===== config.mk =====
export PLATFORM = sky130hd
export DESIGN_NAME = bram_sync_tdp
export DESIGN_NICKNAME = d
export VERILOG_FILES = /design/src/rtl/bram_sync_tdp.sv
export SDC_FILE = /design/constraint.sdc
export NUM_CORES = 1
export LEC_CHECK = 0
export ABC_CLOCK_PERIOD_IN_PS = 3310
export CAP_MARGIN = 30
export CORE_ASPECT_RATIO = 0.8
export CORE_MARGIN = 1.5
export CORE_UTILIZATION = 45
export CTS_CLUSTER_SIZE = 10
export DETAILED_ROUTE_END_ITERATION = 7
export PLACE_DENSITY = 0.64
export SLEW_MARGIN = 20
export SYNTH_ARGS = -nofsm -noshare
export SYNTH_HDL_FRONTEND = slang
export SYNTH_SLANG_ARGS = --single-unit

===== constraint.sdc =====
create_clock -name clk -period 3.31 [get_ports clk]
set_input_delay 0.662 -clock clk [delete_from_list [all_inputs] [get_ports clk]]
set_output_delay 0.662 -clock clk [all_outputs]
set_load 0.02 [all_outputs]

===== src/rtl/bram_sync_tdp.sv =====
// bram_sync_tdp: single-clock true dual-port block RAM with per-byte write
// enables, a selectable write mode, 1- or 2-cycle read latency and a per-port
// read-valid strobe.
// Optional feature macro: BRAM_TDP_COLLISION_DETECT_EN adds the collision
// pulse and the saturating collision_count outputs.
module bram_sync_tdp #(
    parameter int unsigned RAM_DATA_WIDTH = 32,
    parameter int unsigned RAM_ADDR_WIDTH = 4,
    parameter int unsigned RD_LATENCY     = 1,
    parameter string       WRITE_MODE     = "READ_FIRST"
) (
    input  logic                        clk,
    input  logic                        rst,
    input  logic                        a_en,
    input  logic                        a_wr,
    input  logic [RAM_DATA_WIDTH/8-1:0] a_be,
    input  logic [RAM_ADDR_WIDTH-1:0]   a_addr,
    input  logic [RAM_DATA_WIDTH-1:0]   a_din,
    output logic [RAM_DATA_WIDTH-1:0]   a_dout,
    output logic                        a_valid,
    input  logic                        b_en,
    input  logic                        b_wr,
    input  logic [RAM_DATA_WIDTH/8-1:0] b_be,
    input  logic [RAM_ADDR_WIDTH-1:0]   b_addr,
    input  logic [RAM_DATA_WIDTH-1:0]   b_din,
    output logic [RAM_DATA_WIDTH-1:0]   b_dout,
    output logic                        b_valid
`ifdef BRAM_TDP_COLLISION_DETECT_EN
    ,
    output logic                        collision,
    output logic [15:0]                 collision_count
`endif
);

    localparam int unsigned NB    = RAM_DATA_WIDTH / 8;
    localparam int unsigned DEPTH = 1 << RAM_ADDR_WIDTH;

    typedef enum logic [1:0] {
        WM_READ_FIRST,
        WM_WRITE_FIRST,
        WM_NO_CHANGE,
        WM_ILLEGAL
    } wmode_e;

    localparam wmode_e WMODE = (WRITE_MODE == "READ_FIRST")  ? WM_READ_FIRST  :
                               (WRITE_MODE == "WRITE_FIRST") ? WM_WRITE_FIRST :
                               (WRITE_MODE == "NO_CHANGE")   ? WM_NO_CHANGE   :
                                                               WM_ILLEGAL;

    // Elaboration-time parameter legality checks
    if (RD_LATENCY != 1 && RD_LATENCY != 2) begin : g_bad_latency
        $error("bram_sync_tdp: RD_LATENCY must be 1 or 2");
    end
    if (WMODE == WM_ILLEGAL) begin : g_bad_mode
        $error("bram_sync_tdp: unknown WRITE_MODE");
    end
    if ((RAM_DATA_WIDTH % 8) != 0 || RAM_DATA_WIDTH == 0) begin : g_bad_width
        $error("bram_sync_tdp: RAM_DATA_WIDTH must be a non-zero multiple of 8");
    end

    logic [RAM_DATA_WIDTH-1:0] r_mem [0:DEPTH-1];

    logic [RAM_DATA_WIDTH-1:0] w_a_old, w_a_merge, w_a_rdata;
    logic [RAM_DATA_WIDTH-1:0] w_b_old, w_b_merge, w_b_rdata;
    logic                      w_a_wacc, w_b_wacc;
    logic                      w_a_upd, w_b_upd;

    logic [RAM_DATA_WIDTH-1:0] r_a_p1_data, r_b_p1_data;
    logic                      r_a_p1_vld, r_b_p1_vld;

    // Pre-write words, own-port merged words and dout update decision
    always_comb begin
        w_a_old   = r_mem[a_addr];
        w_b_old   = r_mem[b_addr];
        w_a_merge = w_a_old;
        w_b_merge = w_b_old;
        for (int unsigned i = 0; i < NB; i++) begin
            if (a_be[i]) w_a_merge[8*i +: 8] = a_din[8*i +: 8];
            if (b_be[i]) w_b_merge[8*i +: 8] = b_din[8*i +: 8];
        end
        w_a_wacc  = a_en & a_wr & (|a_be);
        w_b_wacc  = b_en & b_wr & (|b_be);
        w_a_upd   = a_en & ~(w_a_wacc & (WMODE == WM_NO_CHANGE));
        w_b_upd   = b_en & ~(w_b_wacc & (WMODE == WM_NO_CHANGE));
        w_a_rdata = (w_a_wacc && WMODE == WM_WRITE_FIRST) ? w_a_merge : w_a_old;
        w_b_rdata = (w_b_wacc && WMODE == WM_WRITE_FIRST) ? w_b_merge : w_b_old;
    end

    // Byte-wise memory write; port A is written last so it wins shared bytes
    always_ff @(posedge clk) begin
        if (!rst) begin
            for (int unsigned i = 0; i < NB; i++) begin
                if (w_b_wacc && b_be[i]) r_mem[b_addr][8*i +: 8] <= b_din[8*i +: 8];
                if (w_a_wacc && a_be[i]) r_mem[a_addr][8*i +: 8] <= a_din[8*i +: 8];
            end
        end
    end

    // First read stage: captures read data and valid, holds data when idle
    always_ff @(posedge clk) begin
        if (rst) begin
            r_a_p1_vld  <= 1'b0;
            r_b_p1_vld  <= 1'b0;
            r_a_p1_data <= '0;
            r_b_p1_data <= '0;
        end else begin
            r_a_p1_vld <= w_a_upd;
            r_b_p1_vld <= w_b_upd;
            if (w_a_upd) r_a_p1_data <= w_a_rdata;
            if (w_b_upd) r_b_p1_data <= w_b_rdata;
        end
    end

    if (RD_LATENCY == 2) begin : g_lat2
        logic [RAM_DATA_WIDTH-1:0] r_a_p2_data, r_b_p2_data;
        logic                      r_a_p2_vld, r_b_p2_vld;

        // Output register stage; only valid slots overwrite the held word
        always_ff @(posedge clk) begin
            if (rst) begin
                r_a_p2_vld  <= 1'b0;
                r_b_p2_vld  <= 1'b0;
                r_a_p2_data <= '0;
                r_b_p2_data <= '0;
            end else begin
                r_a_p2_vld <= r_a_p1_vld;
                r_b_p2_vld <= r_b_p1_vld;
                if (r_a_p1_vld) r_a_p2_data <= r_a_p1_data;
                if (r_b_p1_vld) r_b_p2_data <= r_b_p1_data;
            end
        end

        assign a_dout  = r_a_p2_data;
        assign a_valid = r_a_p2_vld;
        assign b_dout  = r_b_p2_data;
        assign b_valid = r_b_p2_vld;
    end else begin : g_lat1
        assign a_dout  = r_a_p1_data;
        assign a_valid = r_a_p1_vld;
        assign b_dout  = r_b_p1_data;
        assign b_valid = r_b_p1_vld;
    end

`ifdef BRAM_TDP_COLLISION_DETECT_EN
    logic        w_coll;
    logic        r_collision;
    logic [15:0] r_coll_cnt;

    assign w_coll = a_en & b_en & (a_addr == b_addr) & (a_wr | b_wr);

    // Registered collision pulse and saturating event counter
    always_ff @(posedge clk) begin
        if (rst) begin
            r_collision <= 1'b0;
            r_coll_cnt  <= '0;
        end else begin
            r_collision <= w_coll;
            if (w_coll && r_coll_cnt != 16'hFFFF) r_coll_cnt <= r_coll_cnt + 16'd1;
        end
    end

    assign collision       = r_collision;
    assign collision_count = r_coll_cnt;
`endif

endmodule


Yosys cells after proc, flatten, opt, wreduce, memory -nomap -nowiden
Memories as Yosys holds them, arrays and structs flattened. A register that Yosys moved wholly into a read port is not among the register bits.
Cells that the tools add are included.
- register bits after elaboration: 2
- bits in writable memories: 512
- memories: 1
- mux-type cells: 24
- bitwise logic cells: 4
- reductions and logical operators: 10
- memory list (name ; depth ; bits a word ; rd ports ; clocked after Yosys merged registers in ; wr ports ; RTL line ; text):
    r_mem ; 16 ; 32 ; 2 ; 2 ; 2 ; 61 ; logic [RAM_DATA_WIDTH-1:0] r_mem [0:DEPTH-1];
- operators with widths (cell ; number):
    $mux W1 ; 24
    $logic_and A1 B1 Y1 ; 8
    $reduce_or A4 Y1 ; 2
    $and A1 B1 Y1 ; 4

Logic depth before layout (Yosys ltp)
- depth in word-level cells: 6
- depth in mapped cells: 8

Worst setup path before layout
Ideal clock, no wire load.
- path type: input to register
- start point: input b_addr[1]
- end point: memory r_mem[14][0] (enable)
- setup time: 0.384 ns
- arrival: 2.268 ns
- slack: 0.658 ns
- stages: 6
- path through: buf_4 > buf_2 > buf_2 > nor2b_1 > nand3_1 > o21ai_0
- RTL lines (what ; RTL line ; text):
    from (decl) ; 24 ; input logic [RAM_ADDR_WIDTH-1:0] b_addr,
    to (decl) ; 61 ;

==> flow_summary.yaml <==
critical_path:
  crit_path_max_fanout: 20
  cp-end-kind: "flip-flop"
  crit_arrival_ns: 2.83
  ff2ff_setup_slack_ns: 1.77
  crit_type: "in -> reg"
  crit_path_start_kind: "primary input"
  cp_data_required_time_ns: 3.59
layout:
  fillers: 6277
  final_common_cell: "edfxtp_1"
  drive_gt1_share_pct: 32.6
  areaGrowthSynthToFinish_pct: 14.1
  final_cell_mix: "edfxtp_1 (512), mux2_2 (432), mux2i_1 (384)"
  fin_cells: 3652
  final_area_um2: 38400
  layout.nets: 2681
global_routing:
  grt_pass1_vias: 23100
  grt_pass1_wl_um: 156000
  antenna_found_initial: 6
  grt_start_max_net_pins: 65
  gr-total-overflow: 0
  grt_usage_pct: 27.8
die:
  rows: 89
  dieWidth_um: 309
  coreArea_um2: 73900
  die_y_um: 248
  start_util_pct: 45.6
  num_io_pins: 152
  die-area_um2: 76500
placement:
  place_inst: 3522
  hpwl_um: 71200
  port_buffers: 151
  placed_cell_area_um2: 36400
  dp_slack_ns: 0.302
  globalplace.congestion: 0.873
pwr:
  clock_power_share_pct: 40.8
  internal-power_w: 0.0130
  vdd_drop_max_mv: 0.308
  power_switching_w: 0.00426
  seqPwrFrac_pct: 46.9
  combPwrFrac_pct: 12.3
  leakagePower_nw: 13.9
  switching_share_pct: 24.6
  power.density_nw_per_um2: 450
timing:
  final.setup.tns_ns: 0
  tightest_slew_ns: 1.03
  worst_slack_ns: 0.762
  fin_crit_sh_pct: 77.0
  fmax_mhz: 392
  slew_headroom_pct: 31.6
  hold_viol: 0
  rsz0062_at_grt: "false"
  finalClockSkew_ns: 0.0129
  setup-violations-final: 0
  fin_crit_ns: 2.55
  slew_viol_final: 0
clocking:
  cts_root_buf: "clkbuf_16"
  cts_max_level: 3
  cts_inserted_buffers: 68
  cts.repair.resized: 0
  clk_pin_slew_ns: 0.06
  postCtsSetupRepairBufs: 0
  cts_hold_buf: 0
  clk_path_buf_depth: 3
  clk_latency_ns: 0.60
  cts.sink_count: 578
  cts_tree: "done"
yosys:
  synth_cell_types: 36
  synth.top_cell.area_share_pct: 45.6
  avgSynthCellArea_um2: 13.6
  syn-cell-area_um2: 33700
  synthCells: 2471
  yosysSeqAreaShare_pct: 49.6
  yosysWarningCount: 0
  synthesis.nets: 2557
  ys_top_cells_by_area: "edfxtp_1 (46%), mux2_2 (14%), mux2i_1 (11%)"
  yosys.area.top_type: "edfxtp_1"
  yosys_most_used_dff: "edfxtp_1"
  ys_seq_elements: 578
  synth_edf_count: 512
  ys_async_sr_fraction_pct: 0
drt:
  drtPass1Iterations: 7
  top_layer: "met5"
  vias_per_cell: 6.33
  routed_wl_um: 108000
  wl_met2_um: 48500
  ant_nets: 0
  via_count: 23100
  drtIter0Drc: 2506
  routedWlPerCell_um: 29.5
  met1Wirelength_um: 46100
  drc_errors: 0
  wl_met3_um: 10500
job:
  maxCapViolations: 0
min_path:
  min_path_type: "in -> reg"
outcome:
  status: "finished, final reports clean"
## critical path: stages
cell and delay (ns):
buf_2 0.15, buf_4 0.36, and2_2 0.22, buf_4 0.32
nand3_1 0.50, o21ai_0 0.33, buf_4 0.27
## registers in the layout (all words and copies together) (netlist names)
signal	flops
b_dout	32
a_valid	1
a_dout	32
b_valid	1
r_mem	512
## power by group through the flow
stage / combinational, W / sequential [W] / clock, W
after floorplan: 0.00125 / 0.00832 / 0
after global placement: 0.00205 / 0.00827 / 0
after detailed placement: 0.00208 / 0.00827 / 0
after CTS: 0.00209 / 0.00812 / 0.00714
after global routing: 0.00223 / 0.00813 / 0.00740
final: 0.00213 / 0.00812 / 0.00705
## worst paths after layout
path | from | endpoint | cells past startpoint
worst max-delay path | b_addr[0] | r_mem[15][28]$_DFFE_PP_ | 7
worst min-delay path | rst | b_valid$_SDFF_PP0_ | 2
worst max register to register | r_mem[14][7]$_DFFE_PP_ | b_dout[7]$_SDFFE_PP0P_ | 4
worst min register to register | a_dout[29]$_SDFFE_PP0P_ | a_dout[29]$_SDFFE_PP0P_ | 2
## synth_stat cells (3+ instances only)
cell       count
and2_1         3
a311oi_1      64
buf_4         34
a2bb2oi_1     64
and3_1        16
buf_1          7
o21bai_1      16
nor2_1       130
mux2_4        80
nor2b_1        7
nand3_1       72
buf_2         46
nand2_1       80
mux2i_1      384
buf_6         24
o22ai_1      128
or3b_1         4
mux4_2        64
dfxtp_1       66
clkbuf_1     133
nand3_4       20
o21ai_0       48
mux2_2       432
edfxtp_1     512
nand3_2       24
## stage by stage
stage                     utilization, %  power (W)  hold slack [ns]
after floorplan                        -    0.00957            0.555
after global placement              49.2     0.0103            0.478
after detailed placement            49.2     0.0104            0.481
after CTS                           51.9     0.0174            0.266
after global routing                52.0     0.0178            0.293
final                               52.0     0.0173            0.304
## cells by family (layout without fill, tap and decap cells)
| family | Yosys count | in the layout | synth area share, % |
|---|---|---|---|
| muxes | 960 | 960 | 33.7 |
| DFF | 578 | 578 | 49.6 |
| and+or+nand+nor | 368 | 368 | 6.11 |
| AOI/OAI and AO/OA | 320 | 320 | 6.77 |
| buffers and inverters | 245 | 422 | 3.86 |
| other | 0 | 3 | 0 |
## final cells by class
class / instances / area [um^2] / share of cell area, %
sequential: 578 / 16700 / 43.4
multi-input combinational: 1648 / 15700 / 40.9
timing repair buffer: 299 / 2740 / 7.12
clock buffer: 120 / 2000 / 5.21
tap: 1001 / 1250 / 3.26
clock inverter: 3 / 12.5 / 0.0326
antenna: 3 / 7.51 / 0.0195
## layer usage
metal | global-route usage [%] | vias to the layer above
li1 | - | 9994
met1 | 38.3 | 11800
met2 | 43.1 | 1151
met3 | 7.71 | 174
met4 | 7.74 | 6
met5 | 0.817 | -
Power figures use the tool's default switching activity.
